File: config.mk
export PLATFORM = sky130hd
export DESIGN_NAME = serial_port
export DESIGN_NICKNAME = d
export VERILOG_FILES = /design/src/rtl/serial_port.sv
export SDC_FILE = /design/constraint.sdc
export NUM_CORES = 1
export LEC_CHECK = 0
export CAP_MARGIN = 0
export CORE_ASPECT_RATIO = 0.9
export CORE_UTILIZATION = 50
export DETAILED_ROUTE_END_ITERATION = 12
export PLACE_DENSITY = 0.7
export SLEW_MARGIN = 30
export SYNTH_ARGS = -nofsm -noshare
export SYNTH_HDL_FRONTEND = slang
export SYNTH_HIERARCHICAL = 1
export SYNTH_SLANG_ARGS = --single-unit
File: constraint.sdc
create_clock -name hz100 -period 3.1 [get_ports hz100]
set_clock_uncertainty 0.05 [all_clocks]
set_input_delay 0.62 -clock hz100 [delete_from_list [all_inputs] [get_ports hz100]]
set_output_delay 0.62 -clock hz100 [all_outputs]
set_load 0.005 [all_outputs]
File: src/rtl/serial_port.sv
// serial_port: user-side endpoint of the board serial link.
// User bytes are queued in a TX FIFO and presented to the UART glue on
// txdata with a one-cycle txclk strobe; bytes from the UART glue are
// acknowledged with a one-cycle rxclk strobe and queued in an RX FIFO.
// Optional feature macro: SERIAL_PORT_ECHO_EN -- when defined, every
// received byte is also pushed into the TX FIFO on the same edge.

// Byte FIFO with show-ahead head (reads 0 while empty).
module serial_port_fifo #(
    parameter int DEPTH = 8
) (
    input  logic       clk,
    input  logic       rst,
    input  logic       push,
    input  logic [7:0] push_data,
    input  logic       pop,
    output logic [7:0] head,
    output logic [4:0] count
);
    localparam int AW = $clog2(DEPTH);

    logic [7:0]    mem_q [DEPTH];
    logic [7:0]    mem_d [DEPTH];
    logic [AW-1:0] wr_ptr_q, wr_ptr_d;
    logic [AW-1:0] rd_ptr_q, rd_ptr_d;
    logic [4:0]    cnt_q, cnt_d;
    logic          full_s, empty_s, push_ok_s, pop_ok_s;

    assign full_s    = (cnt_q == 5'(DEPTH));
    assign empty_s   = (cnt_q == 5'd0);
    assign push_ok_s = push && !full_s;
    assign pop_ok_s  = pop && !empty_s;
    assign count     = cnt_q;
    assign head      = empty_s ? 8'h00 : mem_q[rd_ptr_q];

    // Next storage, pointer and occupancy values; rejected requests leave all state alone.
    always_comb begin
        mem_d = mem_q;
        if (push_ok_s) begin
            mem_d[wr_ptr_q] = push_data;
            wr_ptr_d        = wr_ptr_q + AW'(1);
        end else begin
            wr_ptr_d = wr_ptr_q;
        end
        if (pop_ok_s) begin
            rd_ptr_d = rd_ptr_q + AW'(1);
        end else begin
            rd_ptr_d = rd_ptr_q;
        end
        case ({push_ok_s, pop_ok_s})
            2'b10:   cnt_d = cnt_q + 5'd1;
            2'b01:   cnt_d = cnt_q - 5'd1;
            default: cnt_d = cnt_q;
        endcase
    end

    // FIFO registers; reset discards all contents.
    always_ff @(posedge clk or posedge rst) begin
        if (rst) begin
            for (int i = 0; i < DEPTH; i++) begin
                mem_q[i] <= 8'h00;
            end
            wr_ptr_q <= '0;
            rd_ptr_q <= '0;
            cnt_q    <= 5'd0;
        end else begin
            mem_q    <= mem_d;
            wr_ptr_q <= wr_ptr_d;
            rd_ptr_q <= rd_ptr_d;
            cnt_q    <= cnt_d;
        end
    end
endmodule

module serial_port #(
    parameter int DEPTH  = 8,
    parameter int SETTLE = 3
) (
    input  logic       hz100,
    input  logic       reset,
    input  logic       wr_en,
    input  logic [7:0] wr_data,
    output logic       tx_full,
    output logic [4:0] tx_count,
    input  logic       rd_en,
    output logic [7:0] rd_data,
    output logic       rx_empty,
    output logic [7:0] txdata,
    output logic       txclk,
    input  logic       txready,
    input  logic [7:0] rxdata,
    output logic       rxclk,
    input  logic       rxready
);
    localparam int CW = $clog2(SETTLE + 1);

    typedef enum logic [1:0] {
        T_IDLE   = 2'd0,
        T_LOAD   = 2'd1,
        T_STROBE = 2'd2,
        T_SETTLE = 2'd3
    } tx_state_t;

    typedef enum logic [1:0] {
        R_IDLE   = 2'd0,
        R_STROBE = 2'd1,
        R_SETTLE = 2'd2
    } rx_state_t;

    logic [1:0]    tx_sync_q, tx_sync_d;
    logic [1:0]    rx_sync_q, rx_sync_d;
    logic          txready_s, rxready_s;

    tx_state_t     tx_state_q, tx_state_d;
    logic [CW-1:0] tx_cnt_q, tx_cnt_d;
    logic [7:0]    txdata_q, txdata_d;
    logic          txclk_q, txclk_d;
    logic          tx_pop_s;

    rx_state_t     rx_state_q, rx_state_d;
    logic [CW-1:0] rx_cnt_q, rx_cnt_d;
    logic          rxclk_q, rxclk_d;
    logic          rx_push_s, rx_accept_s;

    logic          tx_push_s;
    logic [7:0]    tx_push_data_s;
    logic [7:0]    tx_head_s;
    logic [4:0]    rx_count_s;
    logic          tx_empty_s, rx_full_s;

    serial_port_fifo #(.DEPTH(DEPTH)) u_tx_fifo (
        .clk       (hz100),
        .rst       (reset),
        .push      (tx_push_s),
        .push_data (tx_push_data_s),
        .pop       (tx_pop_s),
        .head      (tx_head_s),
        .count     (tx_count)
    );

    serial_port_fifo #(.DEPTH(DEPTH)) u_rx_fifo (
        .clk       (hz100),
        .rst       (reset),
        .push      (rx_push_s),
        .push_data (rxdata),
        .pop       (rd_en),
        .head      (rd_data),
        .count     (rx_count_s)
    );

    assign tx_full    = (tx_count == 5'(DEPTH));
    assign tx_empty_s = (tx_count == 5'd0);
    assign rx_full_s  = (rx_count_s == 5'(DEPTH));
    assign rx_empty   = (rx_count_s == 5'd0);
    assign txready_s  = tx_sync_q[1];
    assign rxready_s  = rx_sync_q[1];
    assign txdata     = txdata_q;
    assign txclk      = txclk_q;
    assign rxclk      = rxclk_q;

`ifdef SERIAL_PORT_ECHO_EN
    // Echo: a user write owns the TX FIFO write port, so RX capture waits for a free cycle.
    assign rx_accept_s    = rxready_s && !rx_full_s && !tx_full && !wr_en;
    assign tx_push_s      = wr_en || rx_push_s;
    assign tx_push_data_s = wr_en ? wr_data : rxdata;
`else
    assign rx_accept_s    = rxready_s && !rx_full_s;
    assign tx_push_s      = wr_en;
    assign tx_push_data_s = wr_data;
`endif

    // Two-flop synchronizers for the UART handshake inputs.
    always_comb begin
        tx_sync_d = {tx_sync_q[0], txready};
        rx_sync_d = {rx_sync_q[0], rxready};
    end

    // TX FSM: pop into txdata, strobe one cycle later, then hold off for the settle count.
    always_comb begin
        tx_state_d = tx_state_q;
        tx_cnt_d   = tx_cnt_q;
        txdata_d   = txdata_q;
        txclk_d    = 1'b0;
        tx_pop_s   = 1'b0;
        case (tx_state_q)
            T_IDLE: begin
                if (!tx_empty_s && txready_s) begin
                    tx_state_d = T_LOAD;
                    tx_pop_s   = 1'b1;
                    txdata_d   = tx_head_s;
                end else begin
                    tx_state_d = T_IDLE;
                end
            end
            T_LOAD: begin
                tx_state_d = T_STROBE;
                txclk_d    = 1'b1;
            end
            T_STROBE: begin
                tx_state_d = T_SETTLE;
                tx_cnt_d   = CW'(SETTLE);
            end
            T_SETTLE: begin
                tx_cnt_d = tx_cnt_q - CW'(1);
                if (tx_cnt_q == CW'(1)) begin
                    tx_state_d = T_IDLE;
                end else begin
                    tx_state_d = T_SETTLE;
                end
            end
            default: begin
                tx_state_d = T_IDLE;
                tx_cnt_d   = '0;
            end
        endcase
    end

    // RX FSM: capture and acknowledge together, then settle so the synchronized rxready can fall.
    always_comb begin
        rx_state_d = rx_state_q;
        rx_cnt_d   = rx_cnt_q;
        rxclk_d    = 1'b0;
        rx_push_s  = 1'b0;
        case (rx_state_q)
            R_IDLE: begin
                if (rx_accept_s) begin
                    rx_state_d = R_STROBE;
                    rx_push_s  = 1'b1;
                    rxclk_d    = 1'b1;
                end else begin
                    rx_state_d = R_IDLE;
                end
            end
            R_STROBE: begin
                rx_state_d = R_SETTLE;
                rx_cnt_d   = CW'(SETTLE);
            end
            R_SETTLE: begin
                rx_cnt_d = rx_cnt_q - CW'(1);
                if (rx_cnt_q == CW'(1)) begin
                    rx_state_d = R_IDLE;
                end else begin
                    rx_state_d = R_SETTLE;
                end
            end
            default: begin
                rx_state_d = R_IDLE;
                rx_cnt_d   = '0;
            end
        endcase
    end

    // State registers; reset drops any strobe at once and idles both directions.
    always_ff @(posedge hz100 or posedge reset) begin
        if (reset) begin
            tx_sync_q  <= 2'b00;
            rx_sync_q  <= 2'b00;
            tx_state_q <= T_IDLE;
            tx_cnt_q   <= '0;
            txdata_q   <= 8'h00;
            txclk_q    <= 1'b0;
            rx_state_q <= R_IDLE;
            rx_cnt_q   <= '0;
            rxclk_q    <= 1'b0;
        end else begin
            tx_sync_q  <= tx_sync_d;
            rx_sync_q  <= rx_sync_d;
            tx_state_q <= tx_state_d;
            tx_cnt_q   <= tx_cnt_d;
            txdata_q   <= txdata_d;
            txclk_q    <= txclk_d;
            rx_state_q <= rx_state_d;
            rx_cnt_q   <= rx_cnt_d;
            rxclk_q    <= rxclk_d;
        end
    end
endmodule

Word-level counts from Yosys, hierarchy flattened. Cells that the tools add are included.

Flip-flop bits (word level): 172. Input port bits: 22. Output and inout port bits: 25. Logic and storage cells: 113.

$add $sub $neg: 10. Order comparisons: 6. Equality and inequality tests: 13. Muxes and demuxes: 29. Bitwise gates (word level): 4. Reduce and logical (&&, ||, !) cells: 20.

Operators by type and width (count): 64-bit bitwise mux (2); 8-bit 2-to-1 mux (8); 8-bit binary-select mux with 3-bit select (2); 8-bit demux with 3-bit select (2); 5-bit one-hot mux with 2 select lines (2); 4-bit >= comparator, second input constant (4); 3-bit inverter with 4-bit output (4); 3-bit by 1-bit adder with 3-bit output, second input constant (4); 2-bit by 1-bit equality test with 1-bit output, second input constant (6); 2-bit one-hot mux with 3 select lines (2); 5-bit by 1-bit adder with 5-bit output, second input constant (2); 2-bit equality test, second input constant (5); 5-bit by 4-bit equality test with 1-bit output, second input constant (2); 5-bit zero test (2); 5-bit by 1-bit subtractor with 5-bit output, second input constant (2); 1-bit logical AND (8); 4-bit by 1-bit < comparator with 1-bit output, second input constant (2); 2-bit one-hot mux with 4 select lines (1); 1-bit 2-to-1 mux (7); 2-bit nonzero test (3); 1-bit zero test (4); 2-bit zero test (2); 2-bit 2-to-1 mux (2); 2-bit one-hot mux with 2 select lines (1); other kinds (2) (3).

Depth between registers and ports, before layout.
Depth in word-level cells: 8. Depth in mapped cells: 13. Mapped depth without buffers: 12.

Hierarchy. Netlist, hierarchy kept.

By module, submodules not included: serial_port_fifo (u_tx_fifo) (instances 1, cells each 248, area each 3653.5 um2, seq. area each 1876.8 um2); serial_port_fifo (u_rx_fifo) (instances 1, cells each 242, area each 3638.5 um2, seq. area each 1876.8 um2); serial_port (instances 1, cells each 73, area each 907.1 um2, seq. area each 550.5 um2).

Least setup slack after synthesis. OpenSTA, ideal clock, no wires.

Path type: register to register. Start: reg u_tx_fifo.cnt_q[4], in the netlist u_tx_fifo/count[4]. End: reg u_tx_fifo.cnt_q[4], in the netlist u_tx_fifo/count[4]. Library setup time: 0.128 ns. Arrival time: 2.749 ns. Slack: 0.173 ns. Stages on the path, launching flop included: 14. Clock period less this slack: 2.927 ns. Path through: dfrtp_1 or4_4 o211ai_4 inv_1 nand2_1 inv_1 ha_1 clkbuf_1 xor2_1 ha_1 o211a_1 o21bai_1 a21oi_1 xor2_1.

Word-level cells in the longest chain between the ends: 8. Elaborated cells between the ends (all ways): 15. Classes of those cells: 2 x add/sub; 3 x eq/ne; 3 x mux; 7 x reduce/logical.

Ends and longest elaborated chain: from (decl) (line 26) `logic [4:0] cnt_q, cnt_d;`; from (signal assigned) (line 70) `cnt_q <= cnt_d;`; 5-bit zero test (*) (line 152) `assign tx_empty_s = (tx_count == 5'd0);`; 1-bit zero test (*) (line 187) `if (!tx_empty_s && txready_s) begin`; 1-bit logical AND (*) (line 187); 1-bit 2-to-1 mux (*) (line 187); 1-bit 2-to-1 mux (*) (line 185) `case (tx_state_q)`; net tx_pop_s (line 118) `logic tx_pop_s;`; 1-bit logical AND (*) (line 32) `assign pop_ok_s = pop && !empty_s;`; net u_tx_fifo.pop_ok_s (line 27) `logic full_s, empty_s, push_ok_s, pop_ok_s;`; 2-bit by 1-bit equality test with 1-bit output / 2-bit equality test (equally long branches) (line 50) `case ({push_ok_s, pop_ok_s})`; 5-bit one-hot mux with 2 select lines / 2-bit nonzero test (equally long branches).

The timed path passes the listed nets; every way through them passes the cells marked *. A chain may end at the register's enable or synchronous reset.

Worst setup path in the final report.
Start: reg u_rx_fifo.rd_ptr_q[1]. End: out rd_data[5].

Word-level cells in the longest chain between the ends: 5.

Ends and longest elaborated chain: from (decl) (line 25) `logic [AW-1:0] rd_ptr_q, rd_ptr_d;`; from (signal assigned) (line 69) `rd_ptr_q <= rd_ptr_d;`; 3-bit inverter with 4-bit output (implied by the code) (line 34) `assign head = empty_s ? 8'h00 : mem_q[rd_ptr_q];`; 8-bit binary-select mux with 3-bit select (line 34); 8-bit 2-to-1 mux (implied by the code) (2 in a row) (line 34); 8-bit 2-to-1 mux (line 34); to (decl) (line 86) `output logic [7:0] rd_data,`.

Every way passes these cells. The select of a mux whose other input is x is not followed.

==> reports/results.ini <==
[cts]
clockBufferDepth = 2
cts_buffers = 17
cts_tree = yes
clock-root-buffer = clkbuf_16
htree_levels = 4
cts.sinks = 172
clk_pin_slew_ns = 0.07
clk-insertion-delay-late_ns = 0.43

[power_and_ir_drop]
design_power_total_mw = 10.2
ir_worst_vdd_uv = 883
power.leakage_nw = 4.05
power_density_nw_per_um2 = 1070

[detailed_routing]
vias_per_cell = 5.54
drc = 0
drt_pass1_iterations = 4
vias = 4680
met2WireLength_um = 7760
wl_um = 16200
first_iter_violations = 214
wl_met1_um = 7750
wl_met3_um = 480
detail_route.wl_per_cell_um = 19.1
top_layer = met4
ant_nets = 0

[yosys]
yosysWarnings = 6
synth_seq_area_share_pct = 52.5
syn_area_per_cell_um2 = 14.6
syn_nets = 602
synth_top_cells_by_count = dfrtp_1 (172), mux2_2 (138), mux4_2 (32)
synth-edff-count = 0
ys.flop_type = dfrtp_1
netlist_instances = 563
synth_top_cell_by_area = dfrtp_1
syn_area_um2 = 8200
synthArstFlopShare_pct = 100
yosysMostFrequentCell = dfrtp_1
synth_seq_cells = 172
ys_types = 44
ys_top_cells_by_area = dfrtp_1 (52%), mux2_2 (19%), mux4_2 (8.8%)
synth.top_cell.area_share_pct = 52.5

[setup_path]
crit_path_max_fanout = 14
rr_startpoint = u_tx_fifo/count[0]$_DFFE_PP0P_
r2r_slack_ns = 0.23
critical_path.endpoint_type = output port
slowest_stage = dfrtp_1
cp.required_ns = 2.43
ff2ff_path_depth = 12
r2r_end = u_tx_fifo/count[4]$_DFFE_PP0P_
path_cells = buf_12 > mux4_2 > mux2i_1 > nor2_1 > clkdlybuf4s50_1
critical_path.endpoint = rd_data[5]
cpPeakStageDelay_ns = 0.52
cp.arrival_ns = 2.33
crit_type = flip-flop to output port
startpoint_type = flip-flop
cp-startpoint = u_rx_fifo/rd_ptr_q[1]$_DFFE_PP0P_

[hold_path]
min_path_type = flip-flop to flip-flop
hold_start = rx_sync_q[0]$_DFF_PP0_

[die]
num_rows = 44
fp.dieH_um = 123
chipWidth_um = 137
io_pins = 47
die_area_um2 = 16900
floorplan.initialDensity_pct = 51.0
fp.coreArea_um2 = 16100

[layout]
synthToLayoutAreaGrowth_pct = 16.9
diodes = 0
layout-drive-gt1-share_pct = 38.6
instances_no_fill = 845
fin_nets = 664
final_area_um2 = 9580

[sta]
worst_pin_slew_ns = 0.798
final_max_slew_viol_count = 0
setup_violations = 0
max_freq_ghz = 0.334
layout_min_cycle_time_ns = 3.00
whs_ns = 0.311
max_slew_margin_pct = 46.5
period_share_pct = 96.7
hold_violations = 0

[global_route]
grt_pass1_wl_um = 26400
grt_antenna_before_repair = 0
grtUsageTotal_pct = 21.2
grt_remaining_overflow = 0
grt_pass1_vias = 4934
grt_max_degree = 76

[place]
hpwl_um = 10700
port_buffers = 46
placed_area_um2 = 9000
gp_congestion = 0.785
placed_cells = 813

[flow_run]
max_cap_viol_count = 0

[status]
status = complete, no violations

[repair_timing]
item / CTS / global route
hold buffers: 0 / 0
resized for setup: 0 / 1
endpoints found under the setup margin: 0 / 3
setup buffers: 0 / 0
[critical path, delay by kind of cell, from the launching register on]
family	cells	cell delay (ns)
buf+inv	2	0.67
mux	2	0.65
flops	1	0.52
simple gates	1	0.07
[report_power, final]
group	internal [mW]	switching, mW
combinational	2.44	1.60
sequential	3.32	0.801
clock	1.08	0.990
[per-stage QoR]
step	utilization, %	setup slack, ns	TNS (ns)
detailed placement	56.0	0.196	0
global route	59.6	-0.0401	-0.0401
global placement	56.0	0.258	0
finish	59.6	0.102	0
floorplan	-	0.173	0
CTS	59.6	0.0577	0
[cells by family (layout without fill, tap and decap cells)]
| kind of cell | count (synthesis) | after routing | share of synthesized area, % |
|---|---|---|---|
| mux | 182 | 182 | 29.3 |
| flops | 172 | 172 | 52.5 |
| simple gates | 95 | 95 | 8.61 |
| buf+inv | 44 | 119 | 2.41 |
| compound gates | 33 | 33 | 2.49 |
| xor+xnor | 20 | 20 | 2.14 |
| fa+ha+maj | 17 | 17 | 2.59 |
[metal layers]
metal  vias up  GRT usage, %
li1       2160             -
met1      2445          29.3
met2        65          33.2
met4         0          5.91
met5         -             0
met3        10          5.33
[flip-flops by register name, indices dropped and copies added (netlist names), 3 cells and up]
signal,cells
u_rx_fifo/mem_q,64
u_tx_fifo/mem_q,64
txdata,8
u_rx_fifo/count,5
u_tx_fifo/count,5
u_rx_fifo/rd_ptr_q,3
u_rx_fifo/wr_ptr_q,3
u_tx_fifo/rd_ptr_q,3
u_tx_fifo/wr_ptr_q,3
[placed cells by master, fill, tap and decap left out, types with 2 or more instances in the layout]
cell type        instances
inv_2                    2
inv_1                   17
and2_1                   2
buf_4                   17
mux2_1                   4
nand2_1                 19
nor4_4                   5
inv_6                    6
nand3b_1                 2
dfrtp_1                172
nor2b_1                  6
a31oi_1                  2
mux2_2                 138
clkdlybuf4s50_1         46
mux2i_1                  8
clkinv_4                 2
nor3_4                  12
mux4_2                  32
xor2_1                  12
o21ai_0                 12
ha_1                    17
nand3_1                 12
nor2_1                  17
xnor2_1                  8
a21oi_1                 11
buf_12                   4
clkbuf_16               17
inv_8                    5
nand2b_1                10
[worst min path at each step]
| stage | end | slack (ns) | depth (start not counted) |
|---|---|---|---|
| finish | rx_sync_q[1]$_DFF_PP0_ | 0.31 | 0 |
| global route | rx_sync_q[1]$_DFF_PP0_ | 0.32 | 0 |
| CTS | rx_sync_q[1]$_DFF_PP0_ | 0.32 | 0 |
| detailed placement | tx_sync_q[1]$_DFF_PP0_ | 0.29 | 0 |
| global placement | tx_sync_q[1]$_DFF_PP0_ | 0.28 | 0 |
| floorplan | rx_sync_q[1]$_DFF_PP0_ | 0.28 | 0 |
[area by class of cell]
type	count	area (um^2)
Fill cell	1225	6490
Sequential cell	172	4300
Multi-Input combinational cell	347	3710
Timing Repair Buffer	67	668
Clock buffer	18	429
Tap cell	207	259
Clock inverter	14	143
Inverter	20	75.1
No activity file was read; power rests on OpenSTA's default activity.
